[config.mk]
export PLATFORM = sky130hd
export DESIGN_NAME = fp_to_int
export DESIGN_NICKNAME = d
export VERILOG_FILES = /design/src/rtl/fp_pkg.sv /design/src/rtl/fp_unpack.sv /design/src/rtl/fp_to_int.sv
export SDC_FILE = /design/constraint.sdc
export NUM_CORES = 1
export LEC_CHECK = 0
export BUFFER_PORTS_ARGS = -buffer_cell sky130_fd_sc_hd__buf_2
export CORE_AREA = 2 2 113 159
export DETAILED_ROUTE_END_ITERATION = 7
export DIE_AREA = 0 0 115 161
export PLACE_DENSITY = 0.85
export SKIP_CTS_REPAIR_TIMING = 1
export SLEW_MARGIN = 0
export SYNTH_ARGS = -nofsm -noshare
export SYNTH_HDL_FRONTEND = slang
export SYNTH_HIERARCHICAL = 1
export SYNTH_SLANG_ARGS = --single-unit
[constraint.sdc]
create_clock -name clk -period 5.7 [get_ports clk]
set_input_delay 0.57 -clock clk [delete_from_list [all_inputs] [get_ports clk]]
set_output_delay 0.57 -clock clk [all_outputs]
set_load 0.03 [all_outputs]
[src/rtl/fp_pkg.sv]
// Shared IEEE-754 field helpers for the FP datapath (fadd, fp_to_int, ...).
// Types and functions only, no logic.
// Not applicable (no handshake).
package fp_pkg;

  // Widest unbiased exponent (binary64 spans -1023..1024) and widest mantissa incl. hidden bit.
  localparam int EXP_W = 13;
  localparam int MAN_W = 53;

  typedef enum logic [2:0] {
    FP_ZERO,
    FP_DENORM,
    FP_NORM,
    FP_INF,
    FP_NAN
  } fp_class_e;

  // Format-independent unpacked operand: exp is unbiased, man carries the hidden bit
  // at position man_len(N) and is zero above it.
  typedef struct packed {
    logic                    sign;
    logic signed [EXP_W-1:0] exp;
    logic [MAN_W-1:0]        man;
  } fp_unpacked_t;

  function automatic int exp_len(input int n);
    return (n == 64) ? 11 : 8;
  endfunction

  function automatic int man_len(input int n);
    return (n == 64) ? 52 : 23;
  endfunction

  function automatic int bias(input int n);
    return (1 << (exp_len(n) - 1)) - 1;
  endfunction

endpackage

[src/rtl/fp_unpack.sv]
// Classify an IEEE-754 operand and split it into sign / unbiased exponent / mantissa.
// Purely combinational, zero latency.
// No handshake; the instantiating stage owns flow control.
module fp_unpack
  import fp_pkg::*;
#(
  parameter int N = 32
) (
  input  logic [N-1:0]  a,
  output fp_unpacked_t  u,
  output fp_class_e     cls
);

  localparam int EL = exp_len(N);
  localparam int ML = man_len(N);
  localparam logic [EXP_W-1:0] BIAS_V = EXP_W'(bias(N));

  logic [EL-1:0] exp_f;
  logic [ML-1:0] frac_f;
  logic          exp_ones;
  logic          exp_zero;
  logic          frac_zero;

  assign exp_f  = a[N-2:ML];
  assign frac_f = a[ML-1:0];

  // Field split plus class decode; the hidden bit is set only for normals.
  always_comb begin
    exp_ones  = &exp_f;
    exp_zero  = ~|exp_f;
    frac_zero = ~|frac_f;
    u.sign    = a[N-1];
    u.exp     = EXP_W'({1'b0, exp_f}) - BIAS_V;
    u.man     = MAN_W'({~exp_zero, frac_f});
    if (exp_ones) begin
      cls = frac_zero ? FP_INF : FP_NAN;
    end else if (exp_zero) begin
      cls = frac_zero ? FP_ZERO : FP_DENORM;
    end else begin
      cls = FP_NORM;
    end
  end

endmodule

[src/rtl/fp_to_int.sv]
// IEEE-754 float -> saturating signed integer with invalid/inexact flags (FP_TO_INT_RNE_EN: round-to-nearest-even, else truncate).
// Two register stages: result valid 2 cycles after input handshake, 1 result/cycle.
// Stalled output holds result/flags; stage 1 holds while stage 2 is blocked, in_ready drops only then.
module fp_to_int
  import fp_pkg::*;
#(
  parameter int N = 32
) (
  input  logic         clk,
  input  logic         rst,
  input  logic         in_valid,
  output logic         in_ready,
  input  logic [N-1:0] a,
  output logic         out_valid,
  input  logic         out_ready,
  output logic [N-1:0] result,
  output logic         invalid,
  output logic         inexact
);

  localparam int ML = man_len(N);
  // Mantissa placed in a fixed-point vector with ML fraction bits, shifted left by e.
  localparam int W  = MAN_W + N;
  localparam int IW = W - ML;
  // One extra bit so a rounding carry is visible to the range check.
  localparam int MW = IW + 1;

  localparam logic [MW-1:0] LIM_POS = {{(MW-N+1){1'b0}}, {(N-1){1'b1}}};
  localparam logic [MW-1:0] LIM_NEG = {{(MW-N){1'b0}}, 1'b1, {(N-1){1'b0}}};
  localparam logic [N-1:0]  SAT_POS = {1'b0, {(N-1){1'b1}}};
  localparam logic [N-1:0]  SAT_NEG = {1'b1, {(N-1){1'b0}}};
  localparam logic signed [EXP_W-1:0] E_TOP = EXP_W'(N-1);
  localparam logic signed [EXP_W-1:0] E_M1  = {EXP_W{1'b1}};

  if (N != 32 && N != 64) begin : g_bad_n
    $error("fp_to_int: N must be 32 or 64");
  end

  fp_unpacked_t un_u;
  fp_class_e    un_cls;

  fp_unpack #(.N(N)) u_unpack (
    .a   (a),
    .u   (un_u),
    .cls (un_cls)
  );

  logic         s1_valid;
  fp_unpacked_t s1_u;
  fp_class_e    s1_cls;
  logic         s2_advance;

  assign s2_advance = ~out_valid | out_ready;
  assign in_ready   = ~s1_valid | s2_advance;

  // Stage 1 valid bit: refills whenever the stage is free or draining.
  always_ff @(posedge clk) begin
    if (rst) begin
      s1_valid <= 1'b0;
    end else if (in_ready) begin
      s1_valid <= in_valid;
    end
  end

  // Stage 1 payload: captured only on an accepted operand.
  always_ff @(posedge clk) begin
    if (in_ready && in_valid) begin
      s1_u   <= un_u;
      s1_cls <= un_cls;
    end
  end

  logic signed [EXP_W-1:0] e;
  logic [W-1:0]            shifted;
  logic [IW-1:0]           int_part;
  logic [ML-1:0]           frac_bits;
  logic [MW-1:0]           mag;
  logic                    ovf;
  logic [N-1:0]            res_c;
  logic                    inv_c;
  logic                    inx_c;
`ifdef FP_TO_INT_RNE_EN
  logic                    guard;
  logic                    sticky;
  logic                    round_up;
`endif

  assign e = s1_u.exp;

  // Stage 2: shift to integer, optional rounding, range check, saturate and negate.
  always_comb begin
    // Low exponent bits suffice: the shifted value is only used for 0 <= e <= N-2.
    shifted   = {{N{1'b0}}, s1_u.man} << e[5:0];
    int_part  = shifted[W-1:ML];
    frac_bits = shifted[ML-1:0];
`ifdef FP_TO_INT_RNE_EN
    guard     = frac_bits[ML-1];
    sticky    = |frac_bits[ML-2:0];
    round_up  = guard & (sticky | int_part[0]);
`endif
    mag   = '0;
    ovf   = 1'b0;
    res_c = '0;
    inv_c = 1'b0;
    inx_c = 1'b0;
    case (s1_cls)
      FP_ZERO: begin
        res_c = '0;
      end
      FP_DENORM: begin
        inx_c = 1'b1;
      end
      FP_NAN: begin
        res_c = SAT_POS;
        inv_c = 1'b1;
      end
      FP_INF: begin
        res_c = s1_u.sign ? SAT_NEG : SAT_POS;
        inv_c = 1'b1;
      end
      default: begin
        if (e[EXP_W-1]) begin
          // |value| < 1: only the fraction survives.
          inx_c = 1'b1;
`ifdef FP_TO_INT_RNE_EN
          // (0.5, 1) rounds up; exactly 0.5 ties to even zero.
          if (e == E_M1 && |s1_u.man[ML-1:0]) begin
            mag = MW'(1);
          end
`endif
        end else if (e >= E_TOP) begin
          // The only representable value here is exactly -2**(N-1).
          if (s1_u.sign && e == E_TOP && s1_u.man[ML-1:0] == '0) begin
            mag = LIM_NEG;
          end else begin
            ovf = 1'b1;
          end
        end else begin
          mag   = MW'(int_part);
          inx_c = |frac_bits;
`ifdef FP_TO_INT_RNE_EN
          mag   = mag + MW'(round_up);
`endif
        end
        if (ovf || mag > (s1_u.sign ? LIM_NEG : LIM_POS)) begin
          res_c = s1_u.sign ? SAT_NEG : SAT_POS;
          inv_c = 1'b1;
          inx_c = 1'b0;
        end else begin
          res_c = s1_u.sign ? -mag[N-1:0] : mag[N-1:0];
        end
      end
    endcase
  end

  // Stage 2 / output register: advances when empty or the consumer takes the result.
  always_ff @(posedge clk) begin
    if (rst) begin
      out_valid <= 1'b0;
      result    <= '0;
      invalid   <= 1'b0;
      inexact   <= 1'b0;
    end else if (s2_advance) begin
      out_valid <= s1_valid;
      if (s1_valid) begin
        result  <= res_c;
        invalid <= inv_c;
        inexact <= inx_c;
      end
    end
  end

endmodule

## Yosys cells after proc, flatten, opt, wreduce, memory -nomap -nowiden

Cells that the tools add are included.

| word-level totals | value |
|---|---|
| register bits after elaboration | 77 |
| bits of input ports | 36 |
| output and inout bits | 36 |
| logic and storage cells | 60 |

| operators by class | value |
|---|---|
| $add $sub $neg | 2 |
| order comparisons | 2 |
| eq/ne operators | 4 |
| shifts and indexed selects | 1 |
| muxes and demuxes | 23 |
| bitwise operators | 4 |
| reduce and logical (&&, ||, !) cells | 15 |

Operators by type and width:

| kind | number |
|---|---|
| 2-to-1 mux 63 bit | 3 |
| 2-to-1 mux 32 bit | 5 |
| one-hot mux 32 bit (3 select lines) | 1 |
| << shifter 24 x 6 -> 85 bit | 1 |
| greater-than comparator 63 x 32 -> 1 bit | 1 |
| OR reduction 23 bit | 2 |
| negator 32 bit | 1 |
| zero test 23 bit | 1 |
| equality test 13 x 6 -> 1 bit (second input constant) | 1 |
| greater-or-equal comparator 13 x 6 -> 1 bit (second input constant) | 1 |
| 2-to-1 mux 1 bit | 9 |
| 2-to-1 mux 3 bit | 3 |
| subtractor 8 x 7 -> 9 bit (second input constant) | 1 |
| AND reduction 8 bit | 1 |
| OR reduction 8 bit | 1 |
| one-hot mux 1 bit (2 select lines) | 2 |
| OR reduction 2 bit | 2 |
| OR reduction 4 bit | 1 |
| equality test 3 x 1 -> 1 bit (second input constant) | 1 |
| equality test 3 x 2 -> 1 bit (second input constant) | 1 |
| equality test 3 bit (second input constant) | 1 |
| logical AND 1 bit | 3 |
| zero test 3 bit | 1 |
| OR reduction 3 bit | 1 |
| other kinds (4) | 6 |

## Longest topological paths before layout

| logic depth | value |
|---|---|
| depth after elaboration | 11 |
| depth in mapped cells | 25 |
| gate-level depth less buffers | 19 |

## Cells and area by module

Netlist, hierarchy kept.

Modules (own cells, without submodules):

| module | times used | cells an instance | area each (µm²) |
|---|---|---|---|
| fp_to_int | 1 | 1050 | 9959.6 |
| fp_unpack | 1 | 93 | 655.6 |

## Worst setup path before layout

No wires, ideal clock.

| path | value |
|---|---|
| path type | register to register |
| start point | register s1_u (netlist bit e[2]) |
| end point | register result[28] |
| library setup time | 115 ps |
| arrival | 4918 ps |
| path slack | 667 ps |
| stages on the path, launching flop included | 23 |
| path buffers | 8 |
| period minus slack after synthesis | 5033 ps |
| cell sequence | edfxtp_1 -> clkbuf_1 -> buf_2 -> buf_2 -> buf_1 -> clkbuf_1 -> buf_1 -> mux4_2 -> and2_1 -> ha_1 -> nand4_1 -> nor4_1 -> nand3_1 -> o2bb2ai_1 -> a221oi_1 -> o2111a_1 -> o2111ai_1 -> and2_1 -> buf_2 -> buf_6 -> nand2_1 -> nand2_1 -> a2111oi_0 |

| on the way | value |
|---|---|
| cells in the longest elaborated chain, start to end | 11 |
| elaborated cells on any way between the ends | 19 |

RTL lines:

| what | RTL line | text |
|---|---|---|
| from (decl) | fp_to_int.sv:49 | `fp_unpacked_t s1_u;` |
| from (signal assigned) | fp_to_int.sv:68 | `s1_u <= un_u;` |
| branches (longest 9 deep; another with greater-than comparator 63 x 32 -> 1 bit) | n/a |  |
| 2-to-1 mux 32 bit (*) | fp_to_int.sv:145 | `if (ovf \|\| mag > (s1_u.sign ? LIM_NEG : LIM_POS)) begin` |
| one-hot mux 32 bit (3 select lines) (*) | fp_to_int.sv:106 | `case (s1_cls)` |
| to (signal assigned) | fp_to_int.sv:166 | `result <= res_c;` |
| to (decl) | fp_to_int.sv:16 | `output logic [N-1:0] result,` |

Mark *: on every way between the ends. The select of a mux whose other input is x is not followed.
A chain may end at the register's enable or synchronous reset.

## Final worst setup path

| path | value |
|---|---|
| start point | register s1_u (netlist bit e[1]) |
| end point | register result[28] |

The elaborated chain is that of the path after synthesis.

==> flow_summary.ini <==
[worst_hold_path]
whs_path_depth = 1
hold_start = a[31]
min_path_type = in2reg

[setup_path]
cpLargestDelayFamily = simple AND/OR/NAND/NOR gates
cp.required_ns = 5.94
crit_fanout = 39
path_depth = 19
start_kind = flip-flop
crit_path_start = e[1]
crit_slowest_cell = mux4_2
path_cells = buf_12 -> buf_12 -> mux4_2 -> mux2_2 -> mux4_2 -> and2_1 -> ha_1 -> nand4_1 -> nor4_1 -> buf_4 -> nand3_1 -> o2bb2ai_1 -> a221oi_1 -> o2111a_1 -> o2111ai_1 -> and2_2 -> nand2_1 -> nand2_1 -> a2111oi_0
r2r_start = e[1]
critical_path_class = reg2reg
slowest_delay_ns = 0.56
cp_num_buf_inv = 3
cp_data_arrival_time_ns = 5.67
ff2ff_path_depth = 19
end_kind = flip-flop

[yosys]
synth_top_area_share = 0.1980
yosysTopAreaCell = edfxtp_1
synthFlopType = edfxtp_1
async_flop_share = 0
synth-seq-cells = 106
synth_edf_count = 70
synthTopCellsByCount = 103 x nand2_1, 102 x nor2_1, 70 x edfxtp_1, 70 x o21ai_0, 64 x a21oi_1
yosysWarnings = 6
seq_area_frac_synth = 0.2659
syn_area_per_cell_um2 = 9.287
ys_types = 91
synth_area_leaders = edfxtp_1 20%, mux4_2 11%, dfxtp_1 6.8%, mux2i_1 5.8%, buf_4 4.3%
syn-cell-area_mm2 = 0.01062
netlist_instances = 1143
synth_most_common_cell = nand2_1

[sta]
tightest_slew_ns = 1.033
slew_violations = 0
fmax_mhz = 184.3
relSlewSlack = 0.3112
hold_viol = 0
tns_ns = 0
layout_min_cycle_time_ns = 5.425
fin_skew_ns = 0.01490
setup_violations = 0
grt_setup_unrepaired = false
post-route-period-util = 0.9517

[die]
start_util = 0.6202
core-area_mm2 = 0.01712
row_count = 57
dieArea_mm2 = 0.01852
io_pins = 72
die_h_um = 161
die_x_um = 115

[final_layout]
utilization = 0.6673
layout-drive-gt1-share = 0.2238
n_antenna_cell = 0
fin_cells = 1399
nets = 1259
area_growth_pct = 7.602
final_area_mm2 = 0.01142

[detailed_routing]
wl_mm = 33.47
drt-initial-drc-count = 1078
post_drt_wl_per_cell_um = 23.92
vias_per_cell = 7.048
drtPass1Iterations = 8
final_antenna_net_count = 0
vias = 9860
route.detailed.drc = 0

[clocking]
cts.path.max_buffers = 2
clock_latency_ns = 0.37
clock_sink_count = 106
cts_made_buffers = 9
clkTransAtPathRegs_ns = 0.07
h-tree-depth = 3
cts_root_buf = clkbuf_16
cts_tree = yes

[global_routing]
grt_pass1_vias = 9347
grt_use_total = 0.3687
gr-total-overflow = 0
antenna_found_initial = 0
grt_pass1_wl_mm = 52.29
grt_max_degree = 73

[power_and_ir_drop]
power.density_mw_per_mm2 = 208.2
power_mw = 2.378
leakage_nw = 4.683
ir_drop_mv = 0.1767

[placement]
gp_congestion = 0.9775
io_buffers = 71
dpl.cell_count = 1382
placed_area_mm2 = 0.01112
hpwl_mm = 25.35

[run_status]
status = finished, final reports clean

[job]
maxCapViolCount = 0
metal layers:
metal  global-route usage  wire, µm  up-vias  part of all wire
li1                     -         -     4450                 -
met1               0.4345     12120     4597              0.36
met2               0.5992     16080      632              0.48
met3              0.07467      2605      181             0.078
met4               0.2525      2658        0             0.079
met5                    0         0        -                 0
final timing paths:
check / to / slack (ns)
setup / recovery: result[28] / 0.28
hold / removal: s1_u[66] / 0.37
setup reg to reg: result[28] / 0.28
hold reg to reg: invalid / 0.46
cell type report:
type	instances	area, µm²
timing repair buffer	143	970.9
sequential	106	2823
clock inverter	5	45.04
tap	206	257.7
multi-input combinational	899	6974
fill	1394	5694
clock buffer	11	242.7
inverter	29	108.9
registers in the layout, summed over array words and instances, names as in the netlist:
register	flops
out_valid	1
s1_u	54
s1_valid	1
inexact	1
invalid	1
result	32
s1_cls	3
e	13
power by group:
part	internal, mW	switching (mW)	leakage, nW
logic	0.340	0.501	3.57
clock network	0.315	0.296	0.139
registers	0.872	0.0536	0.977
total	1.53	0.850	4.68
cells in the final DEF (no fill, tap or decap), drive strengths merged, types with 6 or more instances in the layout:
cell	Yosys	layout
xnor2	11	11
a2111oi	7	7
nand4	10	10
a21o	6	6
o311ai	8	8
buf	97	143
o211ai	12	12
a22oi	7	7
nor2b	11	11
a211oi	10	10
mux4	64	64
a21oi	64	64
nor3	17	17
nand2	103	103
nand2b	13	13
a221oi	11	11
a31oi	10	10
inv	26	29
o221a	8	8
ha	35	35
o22ai	10	10
dfxtp	36	36
o21a	7	7
clkbuf	40	11
edfxtp	70	70
o21ai	72	72
and2	15	15
and3	9	9
mux2i	62	62
or3	7	7
nand3	36	36
nor2	102	102
nor4	17	17
conb	1	29
mux2	23	23
kinds of logic (layout without fill, tap and decap cells):
| group | count (synthesis) | count (layout) | synth area share |
|---|---|---|---|
| AOI/OAI and AO/OA | 309 | 309 | 0.2056 |
| buffers and inverters | 166 | 188 | 0.08911 |
| xor gates and xnor gates | 13 | 13 | 0.01073 |
| adders and majority gates | 35 | 35 | 0.04125 |
| muxes | 149 | 149 | 0.2225 |
| and+or+nand+nor | 364 | 364 | 0.1645 |
| other | 1 | 29 | 0.0003533 |
| DFF | 106 | 106 | 0.2659 |
per-stage QoR:
step                hold WS [ns]  worst slack [ns]
floorplan                 0.4960            0.6671
global placement          0.4389            0.3676
detailed placement        0.4508            0.2127
CTS                       0.3661            0.1833
global route              0.3767         0.0002518
finish                    0.3727            0.2755
Power figures use the tool's default switching activity.
